### config.mk
export PLATFORM = sky130hd
export DESIGN_NAME = latch_write_arbiter_flat
export DESIGN_NICKNAME = d
export VERILOG_FILES = /design/src/rtl/latch_write_arbiter_pkg.sv /design/src/rtl/latch_write_arbiter_if.sv /design/src/rtl/latch_write_arbiter_rr_arbiter_2.sv /design/src/rtl/latch_write_arbiter.sv /design/src/flat_wrapper.sv
export SDC_FILE = /design/constraint.sdc
export NUM_CORES = 1
export LEC_CHECK = 0
export CAP_MARGIN = 30
export CORE_MARGIN = 4
export CORE_UTILIZATION = 40
export DETAILED_ROUTE_END_ITERATION = 8
export MAX_ROUTING_LAYER = met4
export PLACE_DENSITY = 0.81
export SYNTH_ARGS = -nofsm -noshare
export SYNTH_HDL_FRONTEND = slang
export SYNTH_SLANG_ARGS = --single-unit
### constraint.sdc
create_clock -name clk -period 2.2 [get_ports clk]
set_input_delay 0.55 -clock clk [delete_from_list [all_inputs] [get_ports clk]]
set_output_delay 0.55 -clock clk [all_outputs]
set_load 0.05 [all_outputs]
### src/rtl/latch_write_arbiter_pkg.sv
// Shared definitions for the latch write arbiter.
//   - Default bus widths used by the interface and the top module.
//   - Write-sequence state encoding: IDLE, then SETUP, ENABLE and HOLD, one cycle each.
package latch_write_arbiter_pkg;

  localparam int DEFAULT_DATA_W = 8;
  localparam int DEFAULT_ADDR_W = 2;

  typedef enum logic [1:0] {
    IDLE   = 2'd0,
    SETUP  = 2'd1,
    ENABLE = 2'd2,
    HOLD   = 2'd3
  } wr_state_e;

endpackage

### src/rtl/latch_write_arbiter_if.sv
// Bus between two write requesters and the latch write arbiter.
//   req0/req1     : level write requests, held until the matching ack
//   addr0/addr1   : target latch word of each requester
//   data0/data1   : write data of each requester
//   ack0/ack1     : one-cycle acceptance pulse
//   latch_d       : shared data bus to the latch bank D inputs
//   latch_en      : one-hot enable bus, one bit per latch word
//   busy          : write sequence in progress
// The master modport is the requester/latch-bank side; the slave modport is the arbiter.
interface latch_write_arbiter_if
  import latch_write_arbiter_pkg::*;
#(
  parameter int DATA_W = DEFAULT_DATA_W,
  parameter int ADDR_W = DEFAULT_ADDR_W
) ();

  localparam int N_WORDS = 1 << ADDR_W;

  logic              req0;
  logic              req1;
  logic [ADDR_W-1:0] addr0;
  logic [ADDR_W-1:0] addr1;
  logic [DATA_W-1:0] data0;
  logic [DATA_W-1:0] data1;
  logic              ack0;
  logic              ack1;
  logic [DATA_W-1:0] latch_d;
  logic [N_WORDS-1:0] latch_en;
  logic              busy;

  modport master (
    output req0, req1, addr0, addr1, data0, data1,
    input  ack0, ack1, latch_d, latch_en, busy
  );

  modport slave (
    input  req0, req1, addr0, addr1, data0, data1,
    output ack0, ack1, latch_d, latch_en, busy
  );

endinterface

### src/rtl/latch_write_arbiter_rr_arbiter_2.sv
// Two-way round-robin arbiter.
//   clk, reset : clock and synchronous active-high reset
//   req[1:0]   : request vector
//   en         : arbitration allowed this cycle
//   grant[1:0] : one-hot grant (all zero when en is low or no request)
// A lone request always wins. With both requests pending the pointer holder
// wins. After every grant the pointer moves to the requester that did not win.
module rr_arbiter_2 (
  input  logic       clk,
  input  logic       reset,
  input  logic [1:0] req,
  input  logic       en,
  output logic [1:0] grant
);

  logic ptr_q;
  logic ptr_d;

  always_comb begin
    grant = 2'b00;
    ptr_d = ptr_q;
    if (en) begin
      if (req == 2'b11) begin
        grant = ptr_q ? 2'b10 : 2'b01;
      end else begin
        grant = req;
      end
      // Winner 0 hands priority to 1 and the reverse.
      if (grant != 2'b00) begin
        ptr_d = grant[0];
      end
    end
  end

  always_ff @(posedge clk) begin
    if (reset) begin
      ptr_q <= 1'b0;
    end else begin
      ptr_q <= ptr_d;
    end
  end

endmodule

### src/rtl/latch_write_arbiter.sv
// Arbitrates writes from two requesters into an external latch bank.
//   clk, reset : clock and synchronous active-high reset
//   bus        : requester handshake plus latch_d / latch_en / busy
// A granted write runs SETUP (data driven, ack pulse), ENABLE (one-hot enable),
// HOLD (data held, enable low), then returns to IDLE. Every output comes
// straight from a flop, so no input reaches latch_en combinationally.
module latch_write_arbiter
  import latch_write_arbiter_pkg::*;
#(
  parameter int DATA_W = DEFAULT_DATA_W,
  parameter int ADDR_W = DEFAULT_ADDR_W
) (
  input  logic                  clk,
  input  logic                  reset,
  latch_write_arbiter_if.slave  bus
);

  localparam int N_WORDS = 1 << ADDR_W;

  wr_state_e          state_q, state_d;
  logic [ADDR_W-1:0]  addr_q, addr_d;
  logic [DATA_W-1:0]  data_q, data_d;
  logic               ack0_q, ack0_d;
  logic               ack1_q, ack1_d;
  logic [DATA_W-1:0]  latch_d_q, latch_d_d;
  logic [N_WORDS-1:0] latch_en_q, latch_en_d;
  logic               busy_q, busy_d;

  logic [1:0]         grant;
  logic [N_WORDS-1:0] addr_onehot;

  rr_arbiter_2 u_arb (
    .clk   (clk),
    .reset (reset),
    .req   ({bus.req1, bus.req0}),
    .en    (state_q == IDLE),
    .grant (grant)
  );

  // One-hot decode of the captured address.
  for (genvar gi = 0; gi < N_WORDS; gi++) begin : g_decode
    assign addr_onehot[gi] = (addr_q == ADDR_W'(gi));
  end

  always_comb begin
    state_d    = state_q;
    addr_d     = addr_q;
    data_d     = data_q;
    ack0_d     = 1'b0;
    ack1_d     = 1'b0;
    latch_d_d  = latch_d_q;
    latch_en_d = '0;

    case (state_q)
      IDLE: begin
        if (grant != 2'b00) begin
          state_d = SETUP;
          if (grant[1]) begin
            addr_d = bus.addr1;
            data_d = bus.data1;
          end else begin
            addr_d = bus.addr0;
            data_d = bus.data0;
          end
          // Registered so ack and the data bus appear together in SETUP.
          ack0_d    = grant[0];
          ack1_d    = grant[1];
          latch_d_d = data_d;
        end
      end
      SETUP: begin
        state_d    = ENABLE;
        latch_en_d = addr_onehot;
      end
      ENABLE: begin
        state_d = HOLD;
      end
      HOLD: begin
        state_d = IDLE;
      end
      default: begin
        state_d = IDLE;
      end
    endcase

    busy_d = (state_d != IDLE);
  end

  always_ff @(posedge clk) begin
    if (reset) begin
      state_q    <= IDLE;
      addr_q     <= '0;
      data_q     <= '0;
      ack0_q     <= 1'b0;
      ack1_q     <= 1'b0;
      latch_d_q  <= '0;
      latch_en_q <= '0;
      busy_q     <= 1'b0;
    end else begin
      state_q    <= state_d;
      addr_q     <= addr_d;
      data_q     <= data_d;
      ack0_q     <= ack0_d;
      ack1_q     <= ack1_d;
      latch_d_q  <= latch_d_d;
      latch_en_q <= latch_en_d;
      busy_q     <= busy_d;
    end
  end

  assign bus.ack0     = ack0_q;
  assign bus.ack1     = ack1_q;
  assign bus.latch_d  = latch_d_q;
  assign bus.latch_en = latch_en_q;
  assign bus.busy     = busy_q;

endmodule

### src/flat_wrapper.sv
// flat-port wrapper written by rule: the top's interface ports become plain ports
module latch_write_arbiter_flat import latch_write_arbiter_pkg::*;
#(
  parameter int DATA_W = DEFAULT_DATA_W,
  parameter int ADDR_W = DEFAULT_ADDR_W
)
  (clk, reset, bus_req0, bus_req1, bus_addr0, bus_addr1, bus_data0, bus_data1, bus_ack0, bus_ack1, bus_latch_d, bus_latch_en, bus_busy);
  latch_write_arbiter_if #(.DATA_W(DATA_W), .ADDR_W(ADDR_W)) bus_i ();
  input  logic clk;
  input  logic reset;
  input wire logic [$bits(bus_i.req0)-1:0] bus_req0;
  input wire logic [$bits(bus_i.req1)-1:0] bus_req1;
  input wire logic [$bits(bus_i.addr0)-1:0] bus_addr0;
  input wire logic [$bits(bus_i.addr1)-1:0] bus_addr1;
  input wire logic [$bits(bus_i.data0)-1:0] bus_data0;
  input wire logic [$bits(bus_i.data1)-1:0] bus_data1;
  output wire logic [$bits(bus_i.ack0)-1:0] bus_ack0;
  output wire logic [$bits(bus_i.ack1)-1:0] bus_ack1;
  output wire logic [$bits(bus_i.latch_d)-1:0] bus_latch_d;
  output wire logic [$bits(bus_i.latch_en)-1:0] bus_latch_en;
  output wire logic [$bits(bus_i.busy)-1:0] bus_busy;
  assign bus_i.req0 = bus_req0;
  assign bus_i.req1 = bus_req1;
  assign bus_i.addr0 = bus_addr0;
  assign bus_i.addr1 = bus_addr1;
  assign bus_i.data0 = bus_data0;
  assign bus_i.data1 = bus_data1;
  assign bus_ack0 = bus_i.ack0;
  assign bus_ack1 = bus_i.ack1;
  assign bus_latch_d = bus_i.latch_d;
  assign bus_latch_en = bus_i.latch_en;
  assign bus_busy = bus_i.busy;
  latch_write_arbiter #(.DATA_W(DATA_W), .ADDR_W(ADDR_W)) u_core (.clk(clk), .reset(reset), .bus(bus_i));
endmodule
==> run_results.csv, run 1 <==
group,metric,value,unit
synth,synth.top_cells.by_area,"dfxtp_1 51%, mux2i_1 14%, o21ai_1 6.3%, nand2_1 5.2%, ha_1 4.7%",
clocking,cts_made_buffers,3,
sta,min_period_over_period,91.5,%
power,p_total,1.32,mW
clocking,worstSkewPairLatency,0.30,ns
job,cap_violations,0,
placement,io_buffers,38,
sta,tightest_slew,0.523,ns
critical_path,r2r-start,"u_core.state_q[0]$_SDFF_PP0_",
global_route,grt_max_degree,12,
synth,postSynthCellCount,78,
clocking,cts_tree,"done",
synth,avgSynthCellArea,10.2,µm²
sta,finalCriticalPeriod,2.01,ns
synth,synth_top_family_by_area,"simple AND/OR/NAND/NOR gates",
critical_path,critPathMaxFanout,2,
power,p_leak,0.487,nW
critical_path,cp-end-kind,"output pin",
clocking,h-tree-depth,1,
critical_path,setup.worst_path.start,"u_core.bus.latch_d[4]$_SDFFE_PP0P_",
detailed_routing,routedWlPerCell,13.0,µm
synth,yosys.area_share.simple,18.2,%
detailed_routing,first_pass_iters,3,
run_status,outcome,"complete, no violations",
placement,placed_cell_area,1200,µm²
floorplanning,num_rows,15,
power,pwr-share-comb,46.8,%
clocking,clock_path_buffers,2,
clocking,hold_buffers,0,
critical_path,crit_required,1.65,ns
synth,syn_nets,105,
power,ir_drop,0.000585,V
detailed_routing,wirelength,1870,µm
sta,skew,0.00353,ns
power,switching_share,40.0,%
sta,hold_viol_final,0,
detailed_routing,drt-initial-drc-count,3,
floorplanning,chipWidth,52.5,µm
floorplanning,core-area,1800,µm²
floorplanning,die_y,52.5,µm
critical_path,crit_type,"flip-flop to output pin",
placement,place_congestion,0.739,
synth,ys_seq_area_share,50.6,%
critical_path,critPathLaunchType,"flip-flop",
final_layout,diodes,0,
placement,pre_cts_ws,0.296,ns
floorplanning,ios,39,
sta,finalWorstSetupSlack,0.187,ns
power,clkPwrFrac,16.0,%
hold_path,hp-class,"flip-flop to flip-flop",
synth,synth-warning-count,0,
clocking,cts_sinks,20,
synth,netlist.area_leader.share,50.6,%
global_route,antenna_found_initial,0,
detailed_routing,drcViolationCount,0,
critical_path,path_buf_inv,1,
global_route,overflow,0,
placement,dp.cells,140,
power,seq_power_share,37.2,%
power,pwr_density_cell,1070,nW/µm²
clocking,cts_resized,0,
synth,synth_mux_area_share,13.9,%
final_layout,syn2layout_area_growth,56.2,%
synth,synth_seq_cells,20,
sta,max_slew_margin,65.0,%
floorplanning,die_area,2760,µm²
critical_path,cp.arrival,1.46,ns
sta,setup_violations,0,
global_route,grt_pass1_wl,2900,µm
detailed_routing,postRouteAntennaNets,0,
power,p_int,0.792,mW
synth,synth_compound_area_share,9.95,%
synth,ys_types,22,
sta,rsz0062_at_grt,"no",
critical_path,slowest_stage,"clkdlybuf4s50_1",
critical_path,cp_top_family,"buffers and inverters",
final_layout,final_nets,147,
power,p_switching,0.528,mW
global_route,first_global_vias,640,
clocking,cts-root-buf,"clkbuf_4",
detailed_routing,via_per_inst,4.76,
critical_path,path_cells,"clkdlybuf4s50_1",
clocking,cts.clk_slew.worst_paths,0.11,ns
detailed_routing,vias,686,
sta,final_max_slew_viol_count,0,
synth,synth-adder-area-share,4.74,%
floorplanning,initial_core_util,44.0,%
synth,synth-xor-area-share,0,%
sta,max_freq,0.497,GHz
global_route,grt_use_total,15.0,%
final_layout,stdcell_count,144,
sta,fin_setup_tns,0,ns
hold_path,holdCritStartpoint,"u_core.bus.latch_d[3]$_SDFFE_PP0P_",
clocking,cts_setup_buffers,0,
critical_path,slowest_delay,0.81,ns
synth,synth_top_cell_by_area,"dfxtp_1",
synth,syn_area,792,µm²
placement,dpl.hpwl,1520,µm
final_layout,drive_gt1_share,8.40,%
final_layout,stdcell_area,1240,µm²
==> sequential cells by signal, summed over array words and instances, names as in the netlist <==
signal and flops:
u_core.bus.latch_en 4, u_core.bus.ack1 1, u_core.u_arb.ptr_q 1, u_core.bus.latch_d 8
u_core.bus.busy 1, u_core.bus.ack0 1, u_core.state_q 2, u_core.addr_q 2
==> cells in the mapped netlist <==
master and n:
nand2_2 1, o21ai_1 10, nor3b_1 1, nor3_1 1, and3_1 1, or2_1 1
inv_1 3, a22oi_1 1, dfxtp_1 20, nor2_8 1, a21oi_1 1, a211oi_1 1
mux2i_1 11, and2b_4 1, o21ai_2 1, nand2_1 11, ha_1 3, or2_2 1
nor2b_1 3, and3b_1 1, nor2_1 2, buf_2 2
==> logic make-up (layout without fill, tap and decap cells) <==
logic type,after synthesis,after routing
simple gates,25,25
flops,20,20
compound gates,14,14
mux,11,11
buf+inv,5,46
fa+ha+maj,3,3
==> power by group through the flow <==
stage	Combinational (mW)	Clock [mW]	Sequential (mW)
floorplan	0.222	0	0.693
global placement	0.607	0	0.496
detailed placement	0.621	0	0.501
CTS	0.625	0.217	0.492
global route	0.662	0.233	0.501
finish	0.618	0.211	0.491
==> routing by layer <==
metal / vias up / wire length (µm) / GRT usage [%]
met5: - / 0 / -
met4: 0 / 31 / 8.09
met3: 4 / 80 / 3.70
met2: 22 / 1030 / 24.6
met1: 314 / 726 / 16.6
li1: 346 / - / -
==> layout make-up <==
type / count / area, µm²
Inverter: 3 / 11.3
Clock buffer: 4 / 36.3
Fill cell: 150 / 564
Multi-Input combinational cell: 53 / 370
Timing Repair Buffer: 39 / 388
Sequential cell: 20 / 400
Tap cell: 25 / 31.3
==> final timing paths <==
kind	cells after the start	slack, ns	to
worst min-delay path	2	0.46	u_core.bus.latch_d[3]$_SDFFE_PP0P_
worst min register to register	2	0.46	u_core.bus.latch_d[3]$_SDFFE_PP0P_
worst max register to register	5	0.70	u_core.bus.ack0$_SDFF_PP0_
worst max-delay path	1	0.19	bus_latch_d[4]
==> layout by cell type (no fill, tap or decap), drive strengths merged, types with 2 or more instances in the layout <==
cell type and n:
clkdlybuf4s50 38, dfxtp 20, nand2 12, mux2i 11, o21ai 11, clkbuf 4, inv 3, nor2b 3
ha 3, nor2 3, or2 2
==> per-stage QoR <==
stage / util (%) / hold WS [ns]
floorplan: - / 0.424
global placement: 66.7 / 0.436
detailed placement: 66.7 / 0.444
CTS: 68.7 / 0.460
global route: 68.7 / 0.486
finish: 68.7 / 0.456
(Power assumes the default switching activity.)
==> run 2: changes to the inputs <==
CORE_UTILIZATION = 38   (was 40)
PLACE_DENSITY = 0.77   (was 0.81)
clock period = 2.14 ns   (was 2.2 ns; I/O delays follow)
==> run_results.csv, run 2 (synthesized netlist as in run 1, its figures left out) <==
group,metric,value,unit
sta,tightest_slew,0.666,ns
clocking,cts_tree,"done",
clocking,cts_sinks,20,
detailed_routing,drcViolationCount,0,
sta,setup_violations,0,
final_layout,final_common_cell,"clkdlybuf4s50_1",
critical_path,cp_top_family,"buffers and inverters",
final_layout,largest_reg_flops,8,
placement,place_congestion,0.705,
critical_path,slowest_delay,0.81,ns
clocking,cts_setup_buffers,0,
final_layout,final_nets,146,
detailed_routing,drt-initial-drc-count,2,
global_route,antenna_found_initial,0,
sta,finalCriticalPeriod,2.00,ns
global_route,grt_pass1_wl,2590,µm
floorplanning,core-area,1960,µm²
critical_path,cp.arrival,1.47,ns
detailed_routing,postRouteAntennaNets,0,
critical_path,crit_type,"flip-flop to output pin",
detailed_routing,wirelength,1650,µm
clocking,worstSkewPairLatency,0.30,ns
sta,max_slew_margin,55.5,%
placement,io_buffers,38,
floorplanning,ios,39,
final_layout,stdcell_area,1230,µm²
critical_path,cp-end-kind,"output pin",
critical_path,critPathMaxFanout,2,
floorplanning,chipWidth,53.7,µm
global_route,first_global_vias,606,
floorplanning,die_area,2880,µm²
final_layout,diodes,0,
hold_path,hp-class,"flip-flop to flip-flop",
sta,max_freq,0.500,GHz
detailed_routing,first_pass_iters,3,
sta,hold_slack,0.451,ns
sta,min_period_over_period,93.5,%
sta,fin_setup_tns,0,ns
clocking,h-tree-depth,1,
clocking,cts.clk_slew.worst_paths,0.11,ns
global_route,grt_max_degree,12,
job,cap_violations,0,
critical_path,slowest_stage,"clkdlybuf4s50_1",
clocking,cts_resized,0,
placement,placed_cell_area,1200,µm²
critical_path,crit_required,1.60,ns
power,p_total,1.33,mW
final_layout,drive_gt1_share,7.63,%
sta,final_max_slew_viol_count,0,
final_layout,syn2layout_area_growth,55.6,%
floorplanning,initial_core_util,40.4,%
floorplanning,num_rows,16,
critical_path,critPathLaunchType,"flip-flop",
critical_path,path_buf_inv,1,
power,ir_drop,0.000676,V
clocking,clock_path_buffers,2,
sta,hold_viol_final,0,
detailed_routing,via_per_inst,4.53,
global_route,grt_use_total,13.1,%
power,pwr_density_cell,1080,nW/µm²
power,p_leak,0.482,nW
detailed_routing,routedWlPerCell,11.4,µm
final_layout,utilization,62.8,%
global_route,overflow,0,
detailed_routing,vias,657,
clocking,cts_made_buffers,3,
clocking,cts-root-buf,"clkbuf_4",
clocking,hold_buffers,0,
floorplanning,die_y,53.7,µm
critical_path,path_cells,"clkdlybuf4s50_1",
placement,dpl.hpwl,1330,µm
run_status,outcome,"complete, no violations",
sta,rsz0062_at_grt,"no",
final_layout,layout_common_cells,"38 x clkdlybuf4s50_1, 20 x dfxtp_1, 11 x mux2i_1, 11 x nand2_1, 10 x o21ai_1",
sta,skew,0.00641,ns
## run 2: cell count changes in the layout (fill, tap and decap cells not counted)
cell	before	now
buf_4	1	0
## run 2: path summary, 6_finish.rpt
kind / start / slack (ns) / endpoint / depth (start not counted)
worst max-delay path: u_core.bus.latch_d[0]$_SDFFE_PP0P_ / 0.14 / bus_latch_d[0] / 1
worst min-delay path: u_core.bus.latch_d[5]$_SDFFE_PP0P_ / 0.45 / u_core.bus.latch_d[5]$_SDFFE_PP0P_ / 2
worst max register to register: u_core.state_q[0]$_SDFF_PP0_ / 0.45 / u_core.bus.latch_d[1]$_SDFFE_PP0P_ / 6
worst min register to register: u_core.bus.latch_d[5]$_SDFFE_PP0P_ / 0.45 / u_core.bus.latch_d[5]$_SDFFE_PP0P_ / 2
## run 2: where the power goes
part | total [mW] | switching [mW] | internal (mW)
sequential | 0.505 | 0.0449 | 0.460
combinational | 0.618 | 0.375 | 0.244
clock | 0.212 | 0.108 | 0.104
total | 1.33 | 0.528 | 0.807
## run 2: final cells by class
type	count	area, µm²
Clock buffer	4	36.3
Sequential cell	20	400
Timing Repair Buffer	38	380
Fill cell	183	729
Tap cell	27	33.8
Inverter	3	11.3
Multi-Input combinational cell	53	370
## run 2: metrics by stage
stage                     worst slack (ns)  instances
final                                0.139        145
after detailed placement            0.0680        141
after CTS                            0.132        145
after floorplan                      0.810         78
after global routing                0.0869        145
after global placement               0.106        141
## run 2: per-layer routing
layer  global-route usage (%)  share of wire, %
met1                     14.2                38
met4                     3.83               1.2
met3                     5.54               7.1
met2                     21.8                53
met5                        -                 0
==> run 3: changes to the inputs <==
PLACE_DENSITY = 0.73   (was 0.77)
TNS_END_PERCENT = 20   (was not set)
==> run_results.csv, run 3 (synthesized netlist as in run 1, its figures left out) <==
group,metric,value,unit
detailed_routing,postRouteAntennaNets,0,
sta,max_freq,0.497,GHz
global_route,first_global_vias,658,
global_route,grt_pass1_wl,2840,µm
final_layout,largest_reg_flops,8,
job,cap_violations,0,
floorplanning,core-area,1960,µm²
run_status,outcome,"complete, no violations",
sta,max_slew_margin,54.4,%
sta,skew,0.00430,ns
detailed_routing,met1_length,743,µm
sta,hold_slack,0.454,ns
final_layout,drive_gt1_share,7.63,%
global_route,grt_use_total,14.4,%
sta,rsz0062_at_grt,"no",
clocking,cts_resized,0,
detailed_routing,wirelength,1750,µm
final_layout,syn2layout_area_growth,55.6,%
critical_path,crit_type,"flip-flop to output pin",
clocking,cts.clk_slew.worst_paths,0.11,ns
final_layout,diodes,0,
placement,place_congestion,0.720,
critical_path,slowest_delay,0.81,ns
global_route,overflow,0,
floorplanning,ios,39,
critical_path,slowest_stage,"clkdlybuf4s50_1",
clocking,cts-root-buf,"clkbuf_4",
power,p_leak,0.482,nW
sta,final_max_slew_viol_count,0,
critical_path,path_buf_inv,1,
sta,fin_setup_tns,0,ns
detailed_routing,via_per_inst,4.68,
final_layout,final_common_cell,"clkdlybuf4s50_1",
sta,finalCriticalPeriod,2.01,ns
critical_path,path_cells,"clkdlybuf4s50_1",
hold_path,hp-class,"flip-flop to flip-flop",
floorplanning,initial_core_util,40.4,%
detailed_routing,drcViolationCount,0,
placement,io_buffers,38,
floorplanning,num_rows,16,
detailed_routing,first_pass_iters,3,
critical_path,cp.arrival,1.48,ns
detailed_routing,drt-initial-drc-count,2,
placement,pre_cts_ws,0.0622,ns
clocking,cts_setup_buffers,0,
critical_path,cp_top_family,"buffers and inverters",
detailed_routing,routedWlPerCell,12.0,µm
critical_path,cp-end-kind,"output pin",
detailed_routing,routed.top_layer,"met4",
detailed_routing,vias,679,
power,pwr_density_cell,1090,nW/µm²
clocking,hold_buffers,0,
final_layout,final_nets,146,
sta,finalWorstSetupSlack,0.126,ns
sta,hold_viol_final,0,
detailed_routing,wl_met2,875,µm
sta,setup_violations,0,
clocking,cts_sinks,20,
detailed_routing,route.met3.wl,98,µm
global_route,antenna_found_initial,0,
clocking,cts_made_buffers,3,
clocking,cts_tree,"done",
clocking,h-tree-depth,1,
sta,tightest_slew,0.683,ns
power,p_total,1.35,mW
clocking,clock_path_buffers,2,
final_layout,nFillCells,183,
power,ir_drop,0.000570,V
sta,min_period_over_period,94.1,%
floorplanning,die_y,53.7,µm
clocking,worstSkewPairLatency,0.30,ns
floorplanning,chipWidth,53.7,µm
critical_path,critPathLaunchType,"flip-flop",
final_layout,layout_common_cells,"38 x clkdlybuf4s50_1, 20 x dfxtp_1, 11 x mux2i_1, 11 x nand2_1, 10 x o21ai_1",
global_route,grt_max_degree,12,
floorplanning,die_area,2880,µm²
critical_path,crit_required,1.60,ns
placement,dpl.hpwl,1380,µm
critical_path,critPathMaxFanout,2,
## run 3: per-stage QoR
| stage | instance area (µm²) | util, % | instances |
|---|---|---|---|
| finish | 1230 | 62.8 | 145 |
| global route | 1230 | 62.8 | 145 |
| CTS | 1230 | 62.8 | 145 |
| detailed placement | 1200 | 61.0 | 141 |
| global placement | 1200 | 61.0 | 141 |
| floorplan | 792 | - | 78 |
## run 3: report_power, final
group / switching, mW / leakage (nW) / internal [mW]
logic: 0.376 / 0.297 / 0.244
clock network: 0.116 / 0.0210 / 0.104
registers: 0.0467 / 0.164 / 0.460
## run 3: cell type report
cell class	instances	area, µm²	share of cell area (%)
inverters	3	11.3	0.914
repair buffers	38	380	30.9
multi-input cells	53	370	30.1
clock buffers	4	36.3	2.94
flip-flops and latches	20	400	32.5
well taps	27	33.8	2.74
## run 3: per-layer routing
| metal | global-route usage [%] | vias up |
|---|---|---|
| li1 | - | 344 |
| met1 | 16.3 | 306 |
| met5 | - | - |
| met2 | 23.5 | 25 |
| met3 | 3.60 | 4 |
| met4 | 7.66 | 0 |
## run 3: worst paths after layout
kind	startpoint	cells after the start	to	slack, ns
hold reg to reg	u_core.bus.latch_d[3]$_SDFFE_PP0P_	2	u_core.bus.latch_d[3]$_SDFFE_PP0P_	0.45
hold / removal	u_core.bus.latch_d[3]$_SDFFE_PP0P_	2	u_core.bus.latch_d[3]$_SDFFE_PP0P_	0.45
setup / recovery	u_core.bus.latch_d[0]$_SDFFE_PP0P_	1	bus_latch_d[0]	0.13
setup reg to reg	u_core.state_q[0]$_SDFF_PP0_	6	u_core.addr_q[1]$_SDFFE_PP0P_	0.46
